File: src/rtl/keyboard_uart_decoder.sv
// keyboard_uart_decoder: 8N1 UART receiver plus single-key command decoder.
// Produces a saturating (x, y) target, a keyboard-mode flag and the last byte.
module keyboard_uart_decoder #(
    parameter int         CLKS_PER_BIT = 10417,
    parameter logic [7:0] X_MIN        = 8'd0,
    parameter logic [7:0] X_MAX        = 8'd15,
    parameter logic [7:0] Y_MIN        = 8'd0,
    parameter logic [7:0] Y_MAX        = 8'd15,
    parameter logic [7:0] HOME_X       = 8'd2,
    parameter logic [7:0] HOME_Y       = 8'd2
) (
    input  logic       clk,
    input  logic       reset,
    input  logic       rx,
    output logic       keyboard_controlled,
    output logic [7:0] keyboard_x,
    output logic [7:0] keyboard_y,
    output logic [7:0] data,
    output logic       byte_valid,
    output logic       frame_error
);

    localparam int CNT_W = (CLKS_PER_BIT > 2) ? $clog2(CLKS_PER_BIT) : 1;
    localparam logic [CNT_W-1:0] CNT_LAST = CNT_W'(CLKS_PER_BIT - 1);
    localparam logic [CNT_W-1:0] CNT_MID  = CNT_W'(CLKS_PER_BIT / 2 - 1);

    typedef enum logic [2:0] {
        S_IDLE,
        S_START,
        S_DATA,
        S_STOP,
        S_WAIT_IDLE
    } state_t;

    state_t           r_state;
    state_t           w_next_state;
    logic             r_sync1;
    logic             r_sync2;
    logic             w_rxs;
    logic [CNT_W-1:0] r_cnt;
    logic [2:0]       r_idx;
    logic [7:0]       r_shift;
    logic             w_cnt_last;
    logic             w_cnt_mid;
    logic             w_accept;
    logic             w_ferr;

    logic             r_mode;
    logic [7:0]       r_x;
    logic [7:0]       r_y;
    logic [7:0]       r_data;
    logic             r_byte_valid;
    logic             r_frame_error;

    assign w_rxs      = r_sync2;
    assign w_cnt_last = (r_cnt == CNT_LAST);
    assign w_cnt_mid  = (r_cnt == CNT_MID);

    // Two-flop synchronizer for the asynchronous rx line (idles high).
    always_ff @(posedge clk) begin
        if (reset) begin
            r_sync1 <= 1'b1;
            r_sync2 <= 1'b1;
        end else begin
            r_sync1 <= rx;
            r_sync2 <= r_sync1;
        end
    end

    // Receiver state register.
    always_ff @(posedge clk) begin
        if (reset) begin
            r_state <= S_IDLE;
        end else begin
            r_state <= w_next_state;
        end
    end

    // Receiver next-state logic and accept / framing-error strobes.
    always_comb begin
        w_next_state = r_state;
        w_accept     = 1'b0;
        w_ferr       = 1'b0;
        case (r_state)
            S_IDLE: begin
                if (!w_rxs) w_next_state = S_START;
            end
            S_START: begin
                if (w_cnt_mid) begin
                    w_next_state = w_rxs ? S_IDLE : S_DATA;
                end
            end
            S_DATA: begin
                if (w_cnt_last && (r_idx == 3'd7)) w_next_state = S_STOP;
            end
            S_STOP: begin
                if (w_cnt_last) begin
                    if (w_rxs) begin
                        w_accept     = 1'b1;
                        w_next_state = S_IDLE;
                    end else begin
                        w_ferr       = 1'b1;
                        w_next_state = S_WAIT_IDLE;
                    end
                end
            end
            S_WAIT_IDLE: begin
                if (w_rxs) w_next_state = S_IDLE;
            end
            default: w_next_state = S_IDLE;
        endcase
    end

    // Bit timing counter, bit index and LSB-first shift register.
    always_ff @(posedge clk) begin
        if (reset) begin
            r_cnt   <= '0;
            r_idx   <= 3'd0;
            r_shift <= 8'd0;
        end else begin
            if (r_state == S_IDLE || r_state == S_WAIT_IDLE ||
                w_next_state != r_state || w_cnt_last) begin
                r_cnt <= '0;
            end else begin
                r_cnt <= r_cnt + CNT_W'(1);
            end
            if (r_state == S_START) begin
                r_idx <= 3'd0;
            end else if (r_state == S_DATA && w_cnt_last) begin
                r_shift <= {w_rxs, r_shift[7:1]};
                r_idx   <= r_idx + 3'd1;
            end
        end
    end

    // Command decoder: all outputs registered, movement saturates.
    always_ff @(posedge clk) begin
        if (reset) begin
            r_mode        <= 1'b0;
            r_x           <= HOME_X;
            r_y           <= HOME_Y;
            r_data        <= 8'd0;
            r_byte_valid  <= 1'b0;
            r_frame_error <= 1'b0;
        end else begin
            r_byte_valid  <= w_accept;
            r_frame_error <= w_ferr;
            if (w_accept) begin
                r_data <= r_shift;
                case (r_shift)
                    8'h6B: r_mode <= 1'b1;
                    8'h71: r_mode <= 1'b0;
                    8'h72: begin
                        r_x <= HOME_X;
                        r_y <= HOME_Y;
                    end
                    8'h64: if (r_mode && r_x < X_MAX) r_x <= r_x + 8'd1;
                    8'h61: if (r_mode && r_x > X_MIN) r_x <= r_x - 8'd1;
                    8'h77: if (r_mode && r_y < Y_MAX) r_y <= r_y + 8'd1;
                    8'h73: if (r_mode && r_y > Y_MIN) r_y <= r_y - 8'd1;
                    default: ;
                endcase
            end
        end
    end

    assign keyboard_controlled = r_mode;
    assign keyboard_x          = r_x;
    assign keyboard_y          = r_y;
    assign data                = r_data;
    assign byte_valid          = r_byte_valid;
    assign frame_error         = r_frame_error;

endmodule

File: config.mk
export PLATFORM = sky130hd
export DESIGN_NAME = keyboard_uart_decoder
export DESIGN_NICKNAME = d
export VERILOG_FILES = /design/src/rtl/keyboard_uart_decoder.sv
export SDC_FILE = /design/constraint.sdc
export NUM_CORES = 1
export LEC_CHECK = 0
export ABC_AREA = 1
export BUFFER_PORTS_ARGS = -buffer_cell sky130_fd_sc_hd__buf_2
export CORE_ASPECT_RATIO = 0.75
export CORE_MARGIN = 4
export CORE_UTILIZATION = 45
export CTS_CLUSTER_SIZE = 28
export DETAILED_ROUTE_END_ITERATION = 16
export GPL_TIMING_DRIVEN = 0
export SLEW_MARGIN = 5
export SYNTH_ARGS = -nofsm -noshare
export SYNTH_HDL_FRONTEND = slang
export SYNTH_SLANG_ARGS = --single-unit
File: constraint.sdc
create_clock -name clk -period 3.6 [get_ports clk]
set_input_delay 0.36 -clock clk [delete_from_list [all_inputs] [get_ports clk]]
set_output_delay 0.36 -clock clk [all_outputs]
set_load 0.03 [all_outputs]
==> results by group <==
STA
  • RSZ-0062 raised after global routing: false
  • Fmax: roughly 400 MHz
  • Layout Skew: about 0.0098 ns
  • Final min period: 2.46 ns
  • Max-slew violation count: 0
  • Actual slew at the worst max-slew pin: 0.603 ns
  • TNS Setup: 0 ns
  • Slew headroom: about three fifths
  • Tcrit/Tclk final: approximately 68%
  • Final setup fails: 0
  • Fin. Hold Viols: 0

GRT
  • Initial antenna violation count: 0
  • Vias in the first global route: between 3k and 4k
  • Largest net degree at the start of global routing: 12
  • Global Route Usage Sum: between 15 and 20%
  • First-pass GRT wire length: ~14000 um
  • Overflow after GRT: 0

Detailed routing
  • Starting DRT DRC Count: between 100 and 150
  • Vias post-DR: around 3.3k
  • DRT Wirelength: 8290 um
  • DRC viols: 0
  • Post-route ant nets: 0
  • Wire per inst: 12.2 um
  • Vias per cell: 4.90
  • Drt first pass iters: 4

Setup path
  • Worst path arrival time: between 2 and 3 ns
  • Setup crit end kind: register
  • Data required, critical path: between 3 and 4 ns
  • CP Class: register to register
  • Startpoint Class: register
  • Max Fanout on Critical Path: 7
  • Worst R2R Path Depth: 13

Yosys
  • Syn_nets: 548
  • Ys async rst share: 0%
  • Syn Inst Count: approximately 530
  • Yosys warning count: 0
  • Number of synthesized flops with an enable pin: 0
  • Main synth FF type: dfxtp_1
  • Sequential share of the synthesized area: roughly a third
  • Distinct cell type count after synthesis: 42
  • Cell area after synthesis: between 3000 and 4000 sq um
  • Syn avg cell area: a little under 7 sq um
  • Yosys reg bits: 57

Floorplan
  • Die Width: 112 um
  • Cell row count: 28
  • Starting Density: ~46%
  • Core area: about 7900 sq um
  • Die Height: roughly 86 um
  • Ports: 30
  • Overall die area: 9600 sq um

Pwr
  • P per Cell Area: 294 nW/um^2
  • Peak supply drop: 147 uV
  • Overall power: 1200 uW
  • Leakage: around 0.0019 uW

Clock tree
  • Hold buffer count at CTS: 0
  • CTS root buf: clkbuf_8
  • Clk_lat worst skew: roughly 0.34 ns
  • Clk sinks: 57
  • Resized Gates After CTS: 0
  • Clock-pin slew on the worst setup and hold paths: around 0.070 ns
  • Post-CTS setup buffers: 0
  • Max clock buf depth: 2
  • H-tree depth: 3
  • TritonCTS clock tree: done
  • CTS buffer count: 9

Layout
  • Nets@finish: around 600
  • Syn-to-layout area delta: 12.6%
  • Share of layout cells above drive strength 1: a little under a fifth
  • Commonest non-fill, non-tap cell in the layout: nand2_1
  • Most frequent cells in the layout: 117 x nand2_1, 69 x inv_1, 66 x nor2_1
  • N_diodes: 0
  • Fillers: approximately 800

Placement
  • HPWL Detailed: about 6500 um
  • # port buffers: 29
  • GP Congestion: about 0.84

Outcome
  • Status: finished clean

Worst hold path
  • Worst hold path type: input pin to register
  • Worst hold stages: 2

Run
  • Max-cap violation count: 0
-- metal layers --
metal  up-vias  routed length [um]  share of wire [%]  track usage, %
met4         0                  26               0.31            3.65
met1      1466                4400                 53            26.7
met3         4                 406                4.9            4.87
met2        70                3460                 42            27.1
met5         -                   0                  0               0
li1       1776                   -                  -               -
-- synth_stat cells (2+ instances only) --
master	instances	area (sq um)
inv_1	69	259
a21oi_2	2	17.5
inv_2	8	30.0
o21ai_1	2	10.0
nand3_2	2	20.0
nand2_2	6	37.5
dfxtp_1	57	1140
nor2_1	66	248
nor2_2	17	106
a211oi_1	5	37.5
xnor2_1	3	26.3
ha_1	16	200
a31oi_1	3	18.8
or2_2	6	37.5
xor2_1	12	105
nand2_1	117	439
nand3_1	49	245
nor3_1	3	15.0
clkinv_4	2	17.5
o21ai_0	11	55.1
nand4_1	12	75.1
o21a_1	2	15.0
nor2_4	8	90.1
clkbuf_1	3	11.3
fa_1	2	40.0
a21oi_1	27	135
buf_6	2	22.5
-- final cells by class --
class                           instances  area [sq um]  share of cell area, %
Clock inverter                          6          42.5                   1.04
Tap cell                              105           131                   3.21
Clock buffer                           10           138                   3.36
Multi-Input combinational cell        384          2130                   52.1
Timing Repair Buffer                   29           145                   3.54
Inverter                               80           310                   7.58
Buffer                                  6          53.8                   1.31
Sequential cell                        57          1140                   27.9
-- registers in the layout (all words and copies together) (netlist names) --
name	cells
data	8
r_idx	3
r_sync1	1
frame_error	1
r_sync2	1
keyboard_y	8
keyboard_x	8
r_cnt	14
r_state	3
r_shift	8
byte_valid	1
keyboard_controlled	1
-- cells by family (layout without fill, tap and decap cells) --
kind of cell	after synthesis	count (layout)	share of synthesized area, %
fa+ha+maj	18	18	6.60
flops	57	57	31.4
buf+inv	86	131	10.0
simple gates	296	296	39.7
xor+xnor	15	15	3.61
compound gates	55	55	8.73
-- through the flow --
step | utilization [%] | area, sq um | std cells | hold WS, ns | setup WS, ns
3_3_place_gp | 49.7 | 3920 | 661 | 0.394 | 1.18
6_report | 52.0 | 4100 | 677 | 0.232 | 1.14
4_1_cts | 52.0 | 4100 | 677 | 0.218 | 1.10
3_5_place_dp | 49.7 | 3920 | 661 | 0.393 | 1.13
5_1_grt | 52.0 | 4100 | 677 | 0.223 | 0.776
2_1_floorplan | - | 3640 | 527 | 0.389 | 1.60
-- worst max-delay path: stages (launching register included) --
cell     delay, ns
dfxtp_1       0.35
inv_2         0.11
nand2_1       0.11
nor2_1        0.21
nand2_1       0.17
inv_1         0.24
ha_1          0.36
nand2_1       0.12
nand3_1       0.15
a21oi_1       0.22
nand2_1       0.08
nand2_1       0.07
nand3_1       0.08
a21oi_1       0.12
-- worst paths after layout --
| kind | startpoint | end | slack (ns) |
|---|---|---|---|
| setup reg to reg | r_shift[3]$_SDFFE_PP0P_ | keyboard_y[7]$_SDFFE_PP0P_ | 1.14 |
| hold reg to reg | r_sync1$_SDFF_PP1_ | r_sync2$_SDFF_PP1_ | 0.41 |
| hold / removal | rx | r_sync1$_SDFF_PP1_ | 0.23 |
| setup / recovery | r_shift[3]$_SDFFE_PP0P_ | keyboard_y[7]$_SDFFE_PP0P_ | 1.14 |
-- power by group --
group,switching (uW),internal [uW]
clock,273,269
combinational,19.7,8.39
sequential,2.68,632
(Power assumes the default switching activity.)
